**src/rtl/iob_ram2p_fifo_ctrl_pkg.sv**
```systemverilog
// Shared types for the two-port-RAM FIFO controller: level update selection.
package iob_ram2p_fifo_ctrl_pkg;

   typedef enum logic [1:0] {
      LVL_HOLD = 2'd0,
      LVL_INC  = 2'd1,
      LVL_DEC  = 2'd2
   } level_op_e;

   // A simultaneous push and pop leaves the level unchanged.
   function automatic level_op_e level_op(input logic push, input logic pop);
      if (push && !pop) return LVL_INC;
      if (pop && !push) return LVL_DEC;
      return LVL_HOLD;
   endfunction

endpackage

```
**src/rtl/iob_ram2p_fifo_ctrl.sv**
```systemverilog
// Synchronous FIFO controller driving an external two-port RAM with a
// registered read port; owns pointers, level and full/empty flags.
module iob_ram2p_fifo_ctrl
   import iob_ram2p_fifo_ctrl_pkg::*;
#(
   parameter int unsigned DATA_W = 8,
   parameter int unsigned ADDR_W = 4
) (
   input  logic              clk_i,
   input  logic              rst_n_i,
   input  logic              w_en_i,
   input  logic [DATA_W-1:0] w_data_i,
   output logic              w_full_o,
   input  logic              r_en_i,
   output logic [DATA_W-1:0] r_data_o,
   output logic              r_valid_o,
   output logic              r_empty_o,
   output logic [ADDR_W:0]   level_o,
   output logic              overflow_o,
   output logic              underflow_o,
   output logic              ext_mem_w_en_o,
   output logic [ADDR_W-1:0] ext_mem_w_addr_o,
   output logic [DATA_W-1:0] ext_mem_w_data_o,
   output logic              ext_mem_r_en_o,
   output logic [ADDR_W-1:0] ext_mem_r_addr_o,
   input  logic [DATA_W-1:0] ext_mem_r_data_i
);

   localparam logic [ADDR_W:0] DEPTH = {1'b1, {ADDR_W{1'b0}}};

   logic [ADDR_W-1:0] wptr_q, wptr_d;
   logic [ADDR_W-1:0] rptr_q, rptr_d;
   logic [ADDR_W:0]   level_q, level_d;
   logic              r_valid_q, r_valid_d;
   logic              overflow_q, overflow_d;
   logic              underflow_q, underflow_d;
   logic              push_ok, pop_ok;

   // Flags decode from the registered level only, so a push into an empty
   // FIFO can never fall through to a pop in the same cycle.
   always_comb begin
      w_full_o  = (level_q == DEPTH);
      r_empty_o = (level_q == '0);
      push_ok   = w_en_i & ~w_full_o;
      pop_ok    = r_en_i & ~r_empty_o;
   end

   always_comb begin
      wptr_d      = push_ok ? wptr_q + 1'b1 : wptr_q;
      rptr_d      = pop_ok  ? rptr_q + 1'b1 : rptr_q;
      level_d     = level_q;
      case (level_op(push_ok, pop_ok))
         LVL_INC: level_d = level_q + 1'b1;
         LVL_DEC: level_d = level_q - 1'b1;
         default: level_d = level_q;
      endcase
      r_valid_d   = pop_ok;
      overflow_d  = w_en_i & w_full_o;
      underflow_d = r_en_i & r_empty_o;
   end

   always_ff @(posedge clk_i) begin
      if (!rst_n_i) begin
         wptr_q      <= '0;
         rptr_q      <= '0;
         level_q     <= '0;
         r_valid_q   <= 1'b0;
         overflow_q  <= 1'b0;
         underflow_q <= 1'b0;
      end else begin
         wptr_q      <= wptr_d;
         rptr_q      <= rptr_d;
         level_q     <= level_d;
         r_valid_q   <= r_valid_d;
         overflow_q  <= overflow_d;
         underflow_q <= underflow_d;
      end
   end

   always_comb begin
      ext_mem_w_en_o   = push_ok;
      ext_mem_w_addr_o = wptr_q;
      ext_mem_w_data_o = w_data_i;
      ext_mem_r_en_o   = pop_ok;
      ext_mem_r_addr_o = rptr_q;
      r_data_o         = ext_mem_r_data_i;
      r_valid_o        = r_valid_q;
      level_o          = level_q;
      overflow_o       = overflow_q;
      underflow_o      = underflow_q;
   end

endmodule

```
**config.mk**
```make
export PLATFORM = sky130hd
export DESIGN_NAME = iob_ram2p_fifo_ctrl
export DESIGN_NICKNAME = d
export VERILOG_FILES = /design/src/rtl/iob_ram2p_fifo_ctrl_pkg.sv /design/src/rtl/iob_ram2p_fifo_ctrl.sv
export SDC_FILE = /design/constraint.sdc
export NUM_CORES = 1
export LEC_CHECK = 0
export CORE_MARGIN = 2
export CORE_UTILIZATION = 25
export DETAILED_ROUTE_END_ITERATION = 12
export PLACE_DENSITY = 0.59
export SKIP_CTS_REPAIR_TIMING = 1
export SLEW_MARGIN = 0
export SYNTH_ARGS = -nofsm -noshare
export SYNTH_HDL_FRONTEND = slang
export SYNTH_SLANG_ARGS = --single-unit
```
**constraint.sdc**
```tcl
create_clock -name clk_i -period 3.3 [get_ports clk_i]
set_input_delay 0.825 -clock clk_i [delete_from_list [all_inputs] [get_ports clk_i]]
set_output_delay 0.825 -clock clk_i [all_outputs]
set_load 0.03 [all_outputs]
```
# == Word level (Yosys, flattened, before mapping) ==
# Index checks and enable logic that the tools add are counted.
# classes
bitwise_logic,6
shifts,0
n_mul,0
n_div,0
n_addsub,4
reduce_logical,6
magnitude_cmp,0
eq_ne,3
n_mux,8
# op_table
op,n
5-bit one-hot mux with 2 select lines,1
"4-bit by 1-bit adder with 4-bit output, second input constant",2
2-bit two-way mux,4
"5-bit by 1-bit adder with 5-bit output, second input constant",1
"5-bit == test, second input constant",1
5-bit logical NOT,1
"5-bit by 1-bit subtractor with 5-bit output, second input constant",1
1-bit AND,4
1-bit two-way mux,3
"2-bit by 1-bit == test with 1-bit output, second input constant",1
"2-bit == test, second input constant",1
1-bit logical AND,2
1-bit logical NOT,2
1-bit inverter,2
2-bit nonzero test,1
# word_totals
in_bits,20
output_inout_bits,36
rom_bits,0
memories,0
wordCells,33
latch_bits,0
ramBits,0
reg_bits,16

# == Logic depth before layout (Yosys ltp) ==
# Gate-level depths: netlist of the first run.
# logic_depth
ltp_word,11
ltp_mapped,12

# == Least setup slack after synthesis of the first run ==
# Ideal clock, no wire load.
# synth_path
path_kind,flip-flop to flip-flop
startpoint,"register level_q[1], in the netlist level_o[1]"
endpoint,"register level_q[4], in the netlist level_o[4]"
setup_ns,0.072
n_path_buf,2
path_stages_with_launch,13
arrival_ns,2.936
period_less_slack_ns,3.008
path_slack_ns,0.292
path_cell_list,dfxtp_1 > buf_6 > or4_4 > o21ai_4 > inv_1 > ha_1 > buf_2 > xor2_1 > ha_1 > o21ai_0 > a21oi_1 > o32ai_1 > mux2i_1
# synth_lines
item,line_no,source
from (decl),iob_ram2p_fifo_ctrl.sv:33,"logic [ADDR_W:0] level_q, level_d;"
from (signal assigned),iob_ram2p_fifo_ctrl.sv:73,level_q <= level_d;
5-bit logical NOT (*),iob_ram2p_fifo_ctrl.sv:43,r_empty_o = (level_q == '0);
1-bit inverter (*),iob_ram2p_fifo_ctrl.sv:45,pop_ok = r_en_i & ~r_empty_o;
1-bit AND (*),iob_ram2p_fifo_ctrl.sv:45,
net ext_mem_r_en_o,iob_ram2p_fifo_ctrl.sv:24,"output logic ext_mem_r_en_o,"
1-bit logical AND,iob_ram2p_fifo_ctrl_pkg.sv:13,if (pop && !push) return LVL_DEC;
1-bit two-way mux (2 in a row),iob_ram2p_fifo_ctrl_pkg.sv:13,
2-bit two-way mux,iob_ram2p_fifo_ctrl_pkg.sv:14,return LVL_HOLD;
2-bit two-way mux (*),iob_ram2p_fifo_ctrl_pkg.sv:13,
2-bit == test / 2-bit by 1-bit == test with 1-bit output (equally long branches),iob_ram2p_fifo_ctrl.sv:52,"case (level_op(push_ok, pop_ok))"
5-bit one-hot mux with 2 select lines / 2-bit nonzero test (equally long branches),n/a,
# The timed path passes the listed nets; every way through them passes the cells marked *. The select of a mux whose other input is x is not followed.
# A chain may end at the register's enable or synchronous reset.

# == Worst setup path after layout of the first run ==
# layout_path
startpoint,input port w_en_i
endpoint,output port ext_mem_w_en_o
# layout_between
elab_chain_cells,1
# layout_lines
item,line_no,source
from (decl),iob_ram2p_fifo_ctrl.sv:11,"input logic w_en_i,"
1-bit AND,iob_ram2p_fifo_ctrl.sv:44,push_ok = w_en_i & ~w_full_o;
to (decl),iob_ram2p_fifo_ctrl.sv:21,"output logic ext_mem_w_en_o,"
# Every way passes these cells.

==> results of run 1 <==
[flip-flops by register name, indices dropped and copies added (netlist names)]
| name | count |
|---|---|
| ext_mem_r_addr_o | 4 |
| ext_mem_w_addr_o | 4 |
| level_o | 5 |
| overflow_o | 1 |
| r_valid_o | 1 |
| underflow_o | 1 |
[path summary, 6_finish.rpt]
path                            cells after the start                   to  slack (ns)                 from
worst max register to register                     10           level_o[4]        0.43           level_o[1]
worst min register to register                      2  ext_mem_w_addr_o[3]        0.54  ext_mem_w_addr_o[3]
worst min-delay path                                2  ext_mem_w_addr_o[3]        0.54  ext_mem_w_addr_o[3]
worst max-delay path                                4       ext_mem_w_en_o        0.18               w_en_i
[layer usage]
layer  global-route usage [%]  vias up  routed length (um)
li1                         -      384                   -
met1                     10.8      384                 978
met2                     17.0       31                1010
met3                     2.87        9                 121
met4                     8.16        0                  87
met5                        0        -                   0
[report_power, final]
group	internal (mW)	switching [mW]	leakage, nW
Sequential	0.244	0.0817	0.131
Combinational	0.299	0.414	0.339
Clock	0.106	0.0716	0.0288
[critical path: cells and delay by family]
kind                   cells  cell delay [ns]
and+or+nand+nor            1             0.12
buffers and inverters      3             1.33
[layout by cell type, fill, tap and decap left out, drive strengths merged, types with 2 or more instances in the layout]
cell,n
nand2,4
or3,2
xnor2,2
nor3,2
o211ai,3
ha,6
o21ai,3
dfxtp,16
nand3,4
a21oi,5
o21a,2
inv,7
clkdlybuf4s50,23
nor2,11
clkbuf,4
and3,4
nand4,2
nor2b,2
xor2,6
mux2i,5
[cell families (layout without fill, tap and decap cells)]
group | Yosys count | count (layout) | synth area share (%)
muxes | 5 | 5 | 5.06
AOI/OAI and AO/OA | 17 | 17 | 12.2
adders and majority gates | 6 | 6 | 7.59
buffers and inverters | 28 | 34 | 17.6
DFF | 16 | 16 | 32.4
and+or+nand+nor | 34 | 34 | 18.1
xor gates and xnor gates | 8 | 8 | 7.09
[through the flow]
stage               setup WS (ns)  util, %
floorplan                   0.292        -
global placement            0.176     30.2
detailed placement          0.161     30.2
CTS                         0.161     31.7
global route               0.0769     31.7
finish                      0.184     31.7
[layout make-up]
cell class	count	area (sq um)
well taps	48	60.1
multi-input cells	70	494
flip-flops and latches	16	320
fillers	410	2560
inverters	7	26.3
repair buffers	23	230
clock buffers	4	55.1
==> run metrics, run 1 <==
final wirelength=2.20 mm; Root Driver=clkbuf_8; Clk Latency, worst-skew pair=0.25 ns; Area Growth Syn to Fin=20.0%; top cells by area, synth=dfxtp_1 32%, buf_4 12%, ha_1 7.6%; post-route cell area=0.00119 sq mm; Critical Path Most Common Cell=clkdlybuf4s50_1; Post-synth EDFFs=0; # rows=22; min-delay worst type=reg2reg; largest net degree at the start of global routing=13; CTS tree=yes; status=finished clean; max_slew headroom=73.8%; CP arrival=2.29 ns; I/O pin count=56; async set-reset flop share out of synthesis=0%; dpl hpwl=1.65 mm; worst-margin pin slew=0.392 ns; Syn Nets=140; Port Buf Inserts=23; Overall Global Routing Usage=10.2%; antenna viol nets, final=0; syn avg cell area=8.67 sq um; proportion of layout cells with a drive suffix above 1=6.67%; Max Transition Viols Final=0; Routability Congestion=0.934; highest clock rate=321 MHz; cts bufs inserted=3; Nets=147; area leader, netlist=dfxtp_1; core area=0.00374 sq mm; PwrDens=1030 mW/mm^2; sequential area share after synthesis=32.4%; first-pass GRT wire length=3.40 mm; Worst Path Required=2.47 ns; crit path max-delay cell type=clkdlybuf4s50_1; post-route insts no fill=168; register clock-pin slew on the reported worst setup and hold paths=0.07 ns; P_leak=0.498 nW; Residual DRC=0; H-tree levels=1; number of diodes=0; ys flop type=dfxtp_1; setup TNS=0 ns; Starting Density=26.4%; startpoint types=input pin; Detailed Routing Iterations Pass 1=4; DIE HEIGHT=66.9 um; VDD IR max=0.247 mV; Hold WS=0.536 ns; setup-violating endpoint count in the final report=0; vias in the first global route=785; post-synth top area share=32.4%; Post-synth top cells=16 x buf_4, 16 x dfxtp_1, 11 x nor2_1, 7 x inv_1; CTS Sinks=16; crit-path max FO=4; Max Buffers Root-to-Sink=2; crit path cell chain=clkdlybuf4s50_1 > nand2_1 > inv_1 > clkdlybuf4s50_1; crit end category=output port; total grt overflow=0; total number of vias=808; number of failing hold endpoints at the final stage=0; Final period util=94.4%; average wire per cell in the routed design=13.1 um; placed cell areas=0.00113 sq mm; crit path time final=3.12 ns; cell count after synthesis=114; Pwr Total=1.22 mW; RSZ-0062 raised after global routing=false; mapped cell area=988 sq um; post-synthesis cell type count=30; Die ar.=0.00447 sq mm; Ys Warns=0; Chip Width=66.9 um; CP Class=in2out; DR iter-0 viols=79; Placed Cells=164; max-cap violation count=0; Synth Register Bits=16; drt via density=4.81; initial antenna violation count=0; CP peak stage delay=0.68 ns; clock skew after layout=0.00121 ns
(Power assumes the default switching activity.)
==> run 2, diff against run 1 <==
--- a/config.mk
+++ b/config.mk
@@ -5,6 +5,7 @@
 export SDC_FILE = /design/constraint.sdc
 export NUM_CORES = 1
 export LEC_CHECK = 0
+export ABC_AREA = 0
 export CORE_MARGIN = 2
 export CORE_UTILIZATION = 25
 export DETAILED_ROUTE_END_ITERATION = 12
==> results of run 2 <==
Final layout, timing and power as in run 1 (identical DEF).
